[src/rtl/fetch_unit.sv]
// Instruction fetch front end: owns the PC, issues in-order word reads and
// buffers returned instructions for decode, squashing wrong-path responses.
module fetch_unit #(
   parameter int unsigned          XLEN       = 32,
   parameter logic [XLEN-1:0]      RESET_PC   = '0,
   parameter int unsigned          FIFO_DEPTH = 2
) (
   input  logic            clk,
   input  logic            rst,
   output logic            imemReq,
   output logic [XLEN-1:0] imemAddr,
   input  logic            imemReady,
   input  logic            imemRespValid,
   input  logic [XLEN-1:0] imemRdata,
   input  logic            PCSource,
   input  logic [XLEN-1:0] redirectTarget,
   input  logic            stall,
   output logic            instrValid,
   output logic [XLEN-1:0] instr,
   output logic [XLEN-1:0] instrPC,
   output logic [6:0]      OPCode,
   output logic [2:0]      funct3,
   output logic            funct7,
   output logic            fetchMisaligned
);

   localparam int unsigned AW = $clog2(FIFO_DEPTH);
   localparam int unsigned CW = AW + 1;

   logic [XLEN-1:0] pc;
   logic [XLEN-1:0] resp_pc;
   logic [CW-1:0]   outstanding;
   logic [CW-1:0]   drop_count;
   logic [CW-1:0]   count;
   logic [AW-1:0]   rd_ptr;
   logic [AW-1:0]   wr_ptr;
   logic [XLEN-1:0] data_mem [FIFO_DEPTH];
   logic [XLEN-1:0] pc_mem   [FIFO_DEPTH];
   logic            rst_q;

   logic            accept;
   logic            resp;
   logic            resp_dec;
   logic            push;
   logic            pop;
   logic [CW:0]     inflight;
   logic [CW-1:0]   outstanding_nxt;

   // Issue credit, handshake qualification and outstanding accounting
   always_comb begin
      inflight        = (CW+1)'(outstanding) + (CW+1)'(count);
      imemReq         = !rst && !PCSource && !fetchMisaligned &&
                        (inflight < (CW+1)'(FIFO_DEPTH));
      imemAddr        = pc;
      accept          = imemReq && imemReady;
      resp            = imemRespValid && !rst && !rst_q;
      resp_dec        = resp && (outstanding != '0);
      push            = resp && (drop_count == '0) && !PCSource;
      pop             = instrValid && !stall && !PCSource;
      outstanding_nxt = outstanding + CW'(accept) - CW'(resp_dec);
   end

   // Buffer head drives decode directly
   always_comb begin
      instrValid = (count != '0) && !rst;
      instr      = data_mem[rd_ptr];
      instrPC    = pc_mem[rd_ptr];
      OPCode     = instr[6:0];
      funct3     = instr[14:12];
      funct7     = instr[30];
   end

   always_ff @(posedge clk) begin
      if (rst) begin
         pc              <= RESET_PC;
         resp_pc         <= RESET_PC;
         outstanding     <= '0;
         drop_count      <= '0;
         count           <= '0;
         rd_ptr          <= '0;
         wr_ptr          <= '0;
         fetchMisaligned <= 1'b0;
         rst_q           <= 1'b1;
      end else begin
         rst_q       <= 1'b0;
         outstanding <= outstanding_nxt;
         if (PCSource) begin
            // Everything still in flight after this cycle is wrong-path
            pc              <= redirectTarget;
            resp_pc         <= redirectTarget;
            drop_count      <= outstanding_nxt;
            count           <= '0;
            rd_ptr          <= '0;
            wr_ptr          <= '0;
            fetchMisaligned <= (redirectTarget[1:0] != 2'b00);
         end else begin
            if (accept)
               pc <= pc + XLEN'(4);
            if (resp && (drop_count != '0))
               drop_count <= drop_count - CW'(1);
            if (push) begin
               wr_ptr  <= wr_ptr + AW'(1);
               resp_pc <= resp_pc + XLEN'(4);
            end
            if (pop)
               rd_ptr <= rd_ptr + AW'(1);
            count <= count + CW'(push) - CW'(pop);
         end
      end
   end

   // Instruction buffer storage
   always_ff @(posedge clk) begin
      if (push) begin
         data_mem[wr_ptr] <= imemRdata;
         pc_mem[wr_ptr]   <= resp_pc;
      end
   end

   a_no_overflow : assert property (@(posedge clk) disable iff (rst)
      !(push && (count == CW'(FIFO_DEPTH))));

   a_no_spurious_resp : assert property (@(posedge clk) disable iff (rst || rst_q)
      !(imemRespValid && (outstanding == '0)));

endmodule

[config.mk]
export PLATFORM = sky130hd
export DESIGN_NAME = fetch_unit
export DESIGN_NICKNAME = d
export VERILOG_FILES = /design/src/rtl/fetch_unit.sv
export SDC_FILE = /design/constraint.sdc
export NUM_CORES = 1
export LEC_CHECK = 0
export ABC_AREA = 0
export BUFFER_PORTS_ARGS = -buffer_cell sky130_fd_sc_hd__buf_2
export CORE_MARGIN = 10
export CORE_UTILIZATION = 50
export CTS_BUF_LIST = sky130_fd_sc_hd__clkbuf_4
export DETAILED_ROUTE_END_ITERATION = 6
export GPL_ROUTABILITY_DRIVEN = 0
export PLACE_DENSITY_LB_ADDON = 0.12
export SKIP_CTS_REPAIR_TIMING = 1
export SLEW_MARGIN = 10
export SYNTH_ARGS = -nofsm -noshare
export SYNTH_HDL_FRONTEND = slang
export SYNTH_SLANG_ARGS = --single-unit
[constraint.sdc]
create_clock -name clk -period 16.2 [get_ports clk]
set_clock_uncertainty 0.2 [all_clocks]
set_input_delay 3.24 -clock clk [delete_from_list [all_inputs] [get_ports clk]]
set_output_delay 3.24 -clock clk [all_outputs]
set_load 0.05 [all_outputs]
After elaboration in Yosys (flattened, before gate mapping)

Memories as Yosys holds them, arrays and structs flattened. A register that Yosys moved wholly into a read port is not among the register bits.
Index checks and enable logic that the tools add are counted.

$add $sub $neg: 10
Order comparisons: 1
Mux-type cells: 13
Reduce and logical (&&, ||, !) cells: 27

Operators by type and width:

| kind                  | count |
|---|---|
| $mux 32               | 4 |
| $add 32x3->32 const B | 2 |
| $reduce_bool 2->1     | 7 |
| $logic_and 1x1->1     | 13 |
| $mux 1                | 7 |
| $logic_not 1->1       | 5 |
| $add 2x1->2           | 2 |
| $mux 2                | 2 |
| $sub 2x1->2           | 2 |
| $add 2x2->3           | 1 |
| $lt 3x2->1 const B    | 1 |
| $add 1x1->1 const B   | 2 |
| $logic_not 2->1       | 1 |
| $reduce_or 2->1       | 1 |
| $sub 2x1->2 const B   | 1 |

Flip-flop bits (word level): 74
RAM bits: 128
Input bits: 70
Output and inout port bits: 110
Word-level logic and storage cells: 62
Memories: 2

Memories:

| memory   | words | width | rd ports | clocked after Yosys merged registers in | wr ports | line | RTL |
|---|---|---|---|---|---|---|---|
| data_mem | 2     | 32    | 1        | 1                                       | 1        | 37   | `logic [XLEN-1:0] data_mem [FIFO_DEPTH];` |
| pc_mem   | 2     | 32    | 1        | 1                                       | 1        | 38   | `logic [XLEN-1:0] pc_mem [FIFO_DEPTH];` |

Logic depth before layout (Yosys ltp)

Gate-level depths: netlist of the first run.

Depth in word-level cells: 8
Depth in mapped cells: 14
Mapped depth without buffers: 11

Least setup slack after synthesis of the first run

OpenSTA, ideal clock, no wires.

Path kind: in2out
Start point: in PCSource
End point: out imemReq
Arrival time: 5,132 ps
Data required time: 12,760 ps
Setup slack: 7,628 ps
Stages: 3
Buffers on the path: 1
Path through: or2_2 -> buf_8 -> nor4_1

Cells in the longest elaborated chain, start to end: 4

RTL lines:

| what                           | line | RTL |
|---|---|---|
| from (decl)                    | 15   | `input logic PCSource,` |
| $logic_not 1->1                | 52   | `imemReq = !rst && !PCSource && !fetchMisaligned &&` |
| $logic_and 1x1->1 (3 in a row) | 52   |  |
| to (decl)                      | 10   | `output logic imemReq,` |

Every way passes these cells.

Final worst setup path of the first run

Start point: in rst
End point: out imemReq

Cells in the longest elaborated chain, start to end: 4

RTL lines:

| what                           | line | RTL |
|---|---|---|
| from (decl)                    | 9    | `input logic rst,` |
| $logic_not 1->1                | 52   |  |
| $logic_and 1x1->1 (3 in a row) | 52   |  |

Every way passes these cells.

==> impl_metrics.env, run 1 <==
export IMPL_antenna_found_initial=1
export IMPL_core_area_um2=17300
export IMPL_synth_edf_count=128
export IMPL_drt_initial_drc_count=450
export IMPL_path_cells="buf_2 -> buf_4 -> or2_2 -> nor4_1 -> buf_2"
export IMPL_final_common_cell="buf_2"
export IMPL_dp_hpwl_um=14970
export IMPL_io_buffers=179
export IMPL_dpl_worst_slack_ns=8.124
export IMPL_fp_dieArea_um2=23330
export IMPL_slowest_delay_ns=0.48
export IMPL_track_usage=0.1776
export IMPL_syn_inst=711
export IMPL_synth_fp_nets=789
export IMPL_cts_tree="done"
export IMPL_synth_seq_cells=203
export IMPL_drc=0
export IMPL_status="complete, no violations"
export IMPL_worstPathArrival_ns=4.63
export IMPL_numCtsBuffers=51
export IMPL_dr_pass1_iters=5
export IMPL_crit_path_frequent_cell="buf_2"
export IMPL_synth_area_um2=8808
export IMPL_crit_path_start_kind="input pin"
export IMPL_synth_cell_types=59
export IMPL_grt_max_degree=65
export IMPL_cap_violations=0
export IMPL_synth_ff_type="edfxtp_1"
export IMPL_vias_per_cell=5.556
export IMPL_fin_crit_sh=0.4983
export IMPL_die_h_um=152.7
export IMPL_clkSinkCount=203
export IMPL_crit_slowest_cell="or2_2"
export IMPL_grt_pass1_vias=6534
export IMPL_fin_crit_ns=8.073
export IMPL_tightest_slew_ns=0.8753
export IMPL_p_int_uw=834.8
export IMPL_holdWs_ns=0.2515
export IMPL_hold_viol_final=0
export IMPL_slew_viol_final=0
export IMPL_die_w_um=152.7
export IMPL_detail_route_antenna_nets=0
export IMPL_critical_path_class="input pin to output port"
export IMPL_cts_root_buf="clkbuf_4"
export IMPL_p_leak_nw=3.992
export IMPL_hold_path_class="flip-flop to flip-flop"
export IMPL_async_flop_share=0
export IMPL_timing_final_ws_setup_ns=8.127
export IMPL_fmax_mhz=123.9
export IMPL_synth_top_area_cell="edfxtp_1"
export IMPL_sequentialPowerShare=0.522
export IMPL_p_clk_frac=0.390
export IMPL_rsz0062_at_grt="no"
export IMPL_max_slew_margin=0.4165
export IMPL_clk_insertion_delay_late_ns=0.64
export IMPL_clock_path_buffers=3
export IMPL_p_per_area_nw_per_um2=106.5
export IMPL_worstPathRequired_ns=12.76
export IMPL_ys_warn_count=0
export IMPL_io_pins=180
export IMPL_dp_cells=1074
export IMPL_rows=48
export IMPL_crit_path_max_fanout=58
export IMPL_post_drt_wl_per_cell_um=18.58
export IMPL_syn_avg_cell_area_um2=12.39
export IMPL_grt_first_pass_wirelength_um=34190
export IMPL_layout_nets=980
export IMPL_drive_above_1_share=0.3654
export IMPL_p_sw_frac=0.2506
export IMPL_finalSetupViolations=0
export IMPL_synth_top_area_frac=0.4364
export IMPL_seq_area_frac_synth=0.6068
export IMPL_yosys_top_cells_area="edfxtp_1 (44%), dfxtp_1 (17%), mux2_2 (8.3%)"
export IMPL_syn2layout_area_growth_pct=18.78
export IMPL_critPathCaptureType="output port"
export IMPL_mostFrequentLayoutCells="buf_2 (179), edfxtp_1 (128), clkbuf_4 (74), dfxtp_1 (74), mux2_2 (65)"
export IMPL_clk_pin_slew_ns=0.06
export IMPL_p_sw_uw=279.1
export IMPL_wl_um=21590
export IMPL_power_frac_comb=0.087
export IMPL_fin_setup_tns_ns=0
export IMPL_ir_drop_v=0.00004399
export IMPL_initial_utilization=0.5093
export IMPL_grt_overflow_total=0
export IMPL_final_cells=1162
export IMPL_htree_levels=2
export IMPL_vias=6456
export IMPL_finalPower_mw=1.114
## cells in the mapped netlist, types with 3 or more instances
library cell,instances
o211ai_1,3
nor3_1,10
and2_1,10
a211oi_1,5
mux2_2,65
and3_1,14
and4_1,9
inv_1,10
clkbuf_1,25
or3_1,7
o21a_1,10
o22ai_1,7
nor4_1,9
a21boi_0,15
nand3_1,22
a31oi_1,15
ha_1,7
nand2_1,52
buf_1,5
dfxtp_1,75
mux2i_1,6
xor2_1,13
edfxtp_1,128
buf_4,12
nor2b_1,3
o311ai_0,3
o21ai_0,11
xnor2_1,30
nor2_1,43
a21oi_1,22
nand4_1,28
or2_2,3
## layer usage
| layer | part of all wire | vias to the layer above | track usage | wire length [um] |
|---|---|---|---|---|
| met2 | 0.47 | 316 | 0.2793 | 10080 |
| met5 | 0 | - | 0 | 0 |
| met1 | 0.44 | 3055 | 0.2310 | 9413 |
| li1 | - | 3064 | - | - |
| met3 | 0.088 | 21 | 0.05334 | 1894 |
| met4 | 0.0095 | 0 | 0.05404 | 205 |
## cells by family after synthesis
| group | count (synthesis) | share of synthesized area |
|---|---|---|
| multiplexers | 71 | 0.08991 |
| flip-flops | 203 | 0.6068 |
| AND/OR/NAND/NOR | 223 | 0.1364 |
| AO/OA/AOI/OAI | 104 | 0.07827 |
| buffers and inverters | 59 | 0.03366 |
| XOR/XNOR | 43 | 0.04276 |
| adder cells (fa/ha/maj) | 8 | 0.01222 |
## final timing paths
check | startpoint | endpoint | slack [ns] | depth (start not counted)
worst max-delay path | rst | imemReq | 8.13 | 5
worst max register to register | count[0]$_SDFF_PP0_ | drop_count[1]$_SDFFE_PP0P_ | 12.60 | 11
worst min-delay path | imemAddr[1]$_SDFFE_PP0P_ | imemAddr[1]$_SDFFE_PP0P_ | 0.25 | 2
worst min register to register | imemAddr[1]$_SDFFE_PP0P_ | imemAddr[1]$_SDFFE_PP0P_ | 0.25 | 2
## power by group through the flow
stage / Clock (mW) / Combinational [mW] / Sequential (mW)
floorplan: 0 / 0.0510 / 0.605
global placement: 0 / 0.0958 / 0.591
detailed placement: 0 / 0.0975 / 0.592
CTS: 0.448 / 0.0981 / 0.581
global route: 0.474 / 0.105 / 0.584
finish: 0.435 / 0.0975 / 0.582
## area by class of cell
cell class	count	area (um2)
diodes	1	2.502
clock buffers	74	555.5
clock inverters	13	105.1
fillers	1445	6834
inverters	11	41.29
multi-input cells	449	3182
flip-flops and latches	203	5346
well taps	225	281.5
repair buffers	186	948.4
## worst max-delay path: cells and delay by family
kind / cells / cell delay (ns)
buf+inv: 3 / 0.70
simple gates: 2 / 0.67
## sequential cells by signal (all words and copies together), names as in the netlist, named ones only
| name | count |
|---|---|
| count | 2 |
| resp_pc | 32 |
| drop_count | 2 |
| fetchMisaligned | 1 |
| rst_q | 1 |
| pc_mem | 64 |
| wr_ptr | 1 |
| outstanding | 2 |
| imemAddr | 32 |
| rd_ptr | 1 |
| data_mem | 64 |
## stage by stage
stage	utilization	instance area (um2)
after CTS	0.6047	10460
final	0.6049	10460
after global routing	0.6049	10460
after detailed placement	0.5666	9799
after global placement	0.5666	9799
after floorplan	-	8808
No activity file was read; power rests on OpenSTA's default activity.
==> run 2, diff against run 1 <==
Clock period 16.2 ns to 8.45 ns, I/O delays scaled along.
==> run 2 against run 1 <==
Combinational power increased by 93%. Sequential power up 91%. Clock power rose by 87%. Clock-buffer cell count unchanged. Die area is the same. Design area hardly changed. Non-clock buffer count is the same. Core utilization hardly changed. Critical path type unchanged. Worst hold slack gained 0.0082 ns. Sequential share of layout area about the same. Critical path depth unchanged.
==> impl_metrics.env, run 2 (synthesized netlist as in run 1, its figures left out) <==
export IMPL_status="complete, no violations"
export IMPL_cts_tree="done"
export IMPL_rsz0062_at_grt="no"
export IMPL_grt_max_degree=73
export IMPL_fin_crit_sh=0.5867
export IMPL_tightest_slew_ns=1.147
export IMPL_finalPower_mw=2.116
export IMPL_clkSinkCount=203
export IMPL_r2r_start="outstanding[0]$_SDFF_PP0_"
export IMPL_cts_root_buf="clkbuf_4"
export IMPL_min_delay_start="resp_pc[0]$_SDFFE_PP0P_"
export IMPL_rr_worst_depth=11
export IMPL_antenna_found_initial=1
export IMPL_grt_overflow_total=0
export IMPL_layout_nets=981
export IMPL_final_common_cell="buf_2"
export IMPL_holdWs_ns=0.2597
export IMPL_grt_pass1_vias=6602
export IMPL_max_slew_margin=0.2334
export IMPL_holdPathStages=0
export IMPL_io_buffers=179
export IMPL_p_per_area_nw_per_um2=202.3
export IMPL_clk_insertion_delay_late_ns=0.65
export IMPL_fin_crit_ns=4.958
export IMPL_detail_route_antenna_nets=0
export IMPL_crit_path_max_fanout=58
export IMPL_die_h_um=152.7
export IMPL_r2r_setup_slack_ns=4.88
export IMPL_hold_path_class="flip-flop to flip-flop"
export IMPL_fin_setup_tns_ns=0
export IMPL_numCtsBuffers=52
export IMPL_critical_path_class="input pin to output port"
export IMPL_fill_cells=1475
export IMPL_htree_levels=2
export IMPL_wl_um=21600
export IMPL_syn2layout_area_growth_pct=18.74
export IMPL_finalSetupViolations=0
export IMPL_cap_violations=0
export IMPL_worstPathRequired_ns=6.56
export IMPL_dp_cells=1074
export IMPL_hold_viol_final=0
export IMPL_post_drt_wl_per_cell_um=18.49
export IMPL_slew_viol_final=0
export IMPL_clock_path_buffers=3
export IMPL_grt_first_pass_wirelength_um=34290
export IMPL_dp_hpwl_um=15010
export IMPL_drive_above_1_share=0.3652
export IMPL_clk_pin_slew_ns=0.06
export IMPL_reg2reg_to="drop_count[1]$_SDFFE_PP0P_"
export IMPL_worstPathArrival_ns=3.07
export IMPL_critPathCaptureType="output port"
export IMPL_vias=6415
export IMPL_fp_dieArea_um2=23330
export IMPL_crit_path_start_kind="input pin"
export IMPL_dr_pass1_iters=4
export IMPL_p_leak_nw=4.000
export IMPL_initial_utilization=0.5093
export IMPL_die_w_um=152.7
export IMPL_final_cells=1168
export IMPL_ir_drop_v=0.0001225
export IMPL_min_to="pc_mem[0][0]$_DFFE_PP_"
export IMPL_fmax_mhz=201.7
export IMPL_drc=0
export IMPL_drt_initial_drc_count=419
export IMPL_mostFrequentLayoutCells="buf_2 (179), edfxtp_1 (128), clkbuf_4 (74), dfxtp_1 (74), mux2_2 (65)"
export IMPL_rows=48
export IMPL_io_pins=180
export IMPL_track_usage=0.1780
export IMPL_reg_top3="data_mem x64, pc_mem x64"
export IMPL_vias_per_cell=5.492
export IMPL_core_area_um2=17300
[run 2: layout make-up]
cell class                 count  area (um2)  share of cell area
tap                          225       281.5             0.02692
clock buffer                  74       555.5             0.05312
timing repair buffer         186       948.4             0.09068
inverter                      11       41.29            0.003948
clock inverter                19       101.3            0.009690
antenna                        1       2.502           0.0002393
sequential                   203        5346              0.5112
multi-input combinational    449        3182              0.3042
[run 2: stage by stage]
step	util	worst slack, ns	cell area [um2]
after detailed placement	0.5666	3.464	9799
after global routing	0.6047	3.351	10460
after CTS	0.6045	3.463	10460
after floorplan	-	2.394	8808
after global placement	0.5666	3.491	9799
final	0.6047	3.492	10460
[run 2: metal layers]
layer	vias up	GRT usage	share of wire
li1	3070	-	-
met4	0	0.06903	0.017
met2	257	0.2770	0.46
met1	3058	0.2279	0.44
met3	30	0.05363	0.081
met5	-	0	0
[run 2: how the worst max path moves through the flow]
stage               from                  endpoint  slack [ns]
finish               rst                   imemReq        3.49
global route         rst                   imemReq        3.35
global placement     rst                   imemReq        3.49
floorplan            rst  data_mem[0][0]$_DFFE_PP_        2.39
CTS                  rst                   imemReq        3.46
detailed placement   rst                   imemReq        3.46
[run 2: critical path, stage by stage]
cell and delay [ns]:
buf_2 0.09, buf_4 0.30, or2_2 0.47, nor4_1 0.20, buf_2 0.31
[run 2: report_power, final]
part	internal (mW)	switching [mW]	leakage, nW	total (mW)
clock	0.434	0.379	0.393	0.813
sequential	1.08	0.0326	1.79	1.11
combinational	0.0583	0.129	1.82	0.188
==> run 3, diff against run 2 <==
Clock period 8.45 ns to 5.02 ns, I/O delays scaled along.
==> run 3 against run 2 <==
Critical path depth down 2. Worst setup slack lost 2.3 ns. Largest power group unchanged. Power rose by 68%. Die area unchanged. Critical endpoint is now instrPC[4]. Core utilization increased by 0.080 points.
==> impl_metrics.env, run 3 (synthesized netlist as in run 1, its figures left out) <==
export IMPL_vias_per_cell=5.522
export IMPL_reg_top3="data_mem x64, pc_mem x64"
export IMPL_drive_above_1_share=0.3649
export IMPL_fmax_mhz=260.2
export IMPL_core_area_um2=17300
export IMPL_cap_violations=0
export IMPL_finalPower_mw=3.559
export IMPL_holdPathStages=2
export IMPL_clk_insertion_delay_late_ns=0.64
export IMPL_multiInputGateArea_um2=3182
export IMPL_dr_pass1_iters=7
export IMPL_max_slew_margin=0.4639
export IMPL_dp_hpwl_um=15470
export IMPL_fp_dieArea_um2=23330
export IMPL_grt_first_pass_wirelength_um=34230
export IMPL_die_h_um=152.7
export IMPL_grt_pass1_vias=6505
export IMPL_clkSinkCount=203
export IMPL_antenna_found_initial=1
export IMPL_wl_um=21630
export IMPL_fin_crit_ns=3.843
export IMPL_hold_viol_final=0
export IMPL_fin_setup_tns_ns=0
export IMPL_clk_pin_slew_ns=0.06
export IMPL_layout_nets=981
export IMPL_cts_root_buf="clkbuf_4"
export IMPL_finalSetupViolations=0
export IMPL_detail_route_antenna_nets=0
export IMPL_tightest_slew_ns=0.8042
export IMPL_fill_cells=1476
export IMPL_r2r_setup_slack_ns=1.42
export IMPL_worstPathArrival_ns=2.64
export IMPL_post_drt_wl_per_cell_um=18.55
export IMPL_fin_util=0.6055
export IMPL_io_pins=180
export IMPL_reg2reg_to="drop_count[1]$_SDFFE_PP0P_"
export IMPL_p_leak_nw=4.006
export IMPL_drc=0
export IMPL_grt_overflow_total=0
export IMPL_rr_worst_depth=11
export IMPL_p_per_area_nw_per_um2=339.8
export IMPL_initial_utilization=0.5093
export IMPL_clock_path_buffers=3
export IMPL_status="complete, no violations"
export IMPL_r2r_start="count[0]$_SDFF_PP0_"
export IMPL_io_buffers=179
export IMPL_min_to="imemAddr[0]$_SDFFE_PP0P_"
export IMPL_rsz0062_at_grt="no"
export IMPL_htree_levels=2
export IMPL_hold_path_class="flip-flop to flip-flop"
export IMPL_ir_drop_v=0.0001583
export IMPL_track_usage=0.1780
export IMPL_numCtsBuffers=49
export IMPL_slew_viol_final=0
export IMPL_vias=6439
export IMPL_final_common_cell="buf_2"
export IMPL_critPathCaptureType="output port"
export IMPL_fin_crit_sh=0.7656
export IMPL_worstPathRequired_ns=3.82
export IMPL_crit_path_start_kind="flip-flop"
export IMPL_die_w_um=152.7
export IMPL_cts_tree="done"
export IMPL_regArea_um2=5346
export IMPL_drt_initial_drc_count=296
export IMPL_min_delay_start="imemAddr[0]$_SDFFE_PP0P_"
export IMPL_syn2layout_area_growth_pct=18.89
export IMPL_rows=48
export IMPL_crit_path_max_fanout=34
export IMPL_mostFrequentLayoutCells="buf_2 (179), edfxtp_1 (128), dfxtp_1 (74)"
export IMPL_critical_path_class="flip-flop to output port"
export IMPL_grt_max_degree=57
## run 3: critical path, stage by stage, from the launching register on
cell and delay [ns]:
dfxtp_2 0.85, buf_4 0.51, mux2_2 0.39, buf_2 0.22
## run 3: how the worst max path moves through the flow
stage,from,end,slack [ns],cells past startpoint
after floorplan,rst,data_mem[0][0]$_DFFE_PP_,0.72,5
after global placement,imemReady,drop_count[1]$_SDFFE_PP0P_,1.49,10
after detailed placement,imemReady,drop_count[1]$_SDFFE_PP0P_,1.41,10
after CTS,flip-flop,instrPC[31],1.06,3
after global routing,flip-flop,instr[6],0.94,3
final,flip-flop,instrPC[4],1.18,3
## run 3: per-layer routing
| layer | vias up | track usage | routed length [um] |
|---|---|---|---|
| met5 | - | 0 | 0 |
| met4 | 0 | 0.05586 | 374 |
| met3 | 36 | 0.05843 | 1845 |
| met2 | 274 | 0.2813 | 10030 |
| met1 | 3052 | 0.2265 | 9382 |
| li1 | 3077 | - | - |
## run 3: report_power, final
group	switching (mW)	internal [mW]
registers	0.0556	1.82
logic	0.217	0.0989
clock network	0.620	0.745
## run 3: layout make-up
class / instances / area share
sequential: 203 / 0.5105
multi-input combinational: 449 / 0.3038
timing repair buffer: 189 / 0.09271
clock buffer: 70 / 0.05018
tap: 225 / 0.02688
clock inverter: 18 / 0.01171
inverter: 11 / 0.003943
antenna: 1 / 0.0002389
## run 3: per-stage QoR
step / setup slack [ns] / area (um2) / std cells / hold slack [ns]
2_1_floorplan: 0.7183 / 8811 / 711 / 0.2254
3_3_place_gp: 1.491 / 9822 / 1077 / 0.2427
3_5_place_dp: 1.414 / 9822 / 1077 / 0.2482
4_1_cts: 1.062 / 10470 / 1165 / 0.2531
5_1_grt: 0.9383 / 10470 / 1166 / 0.2509
6_report: 1.177 / 10470 / 1166 / 0.2517
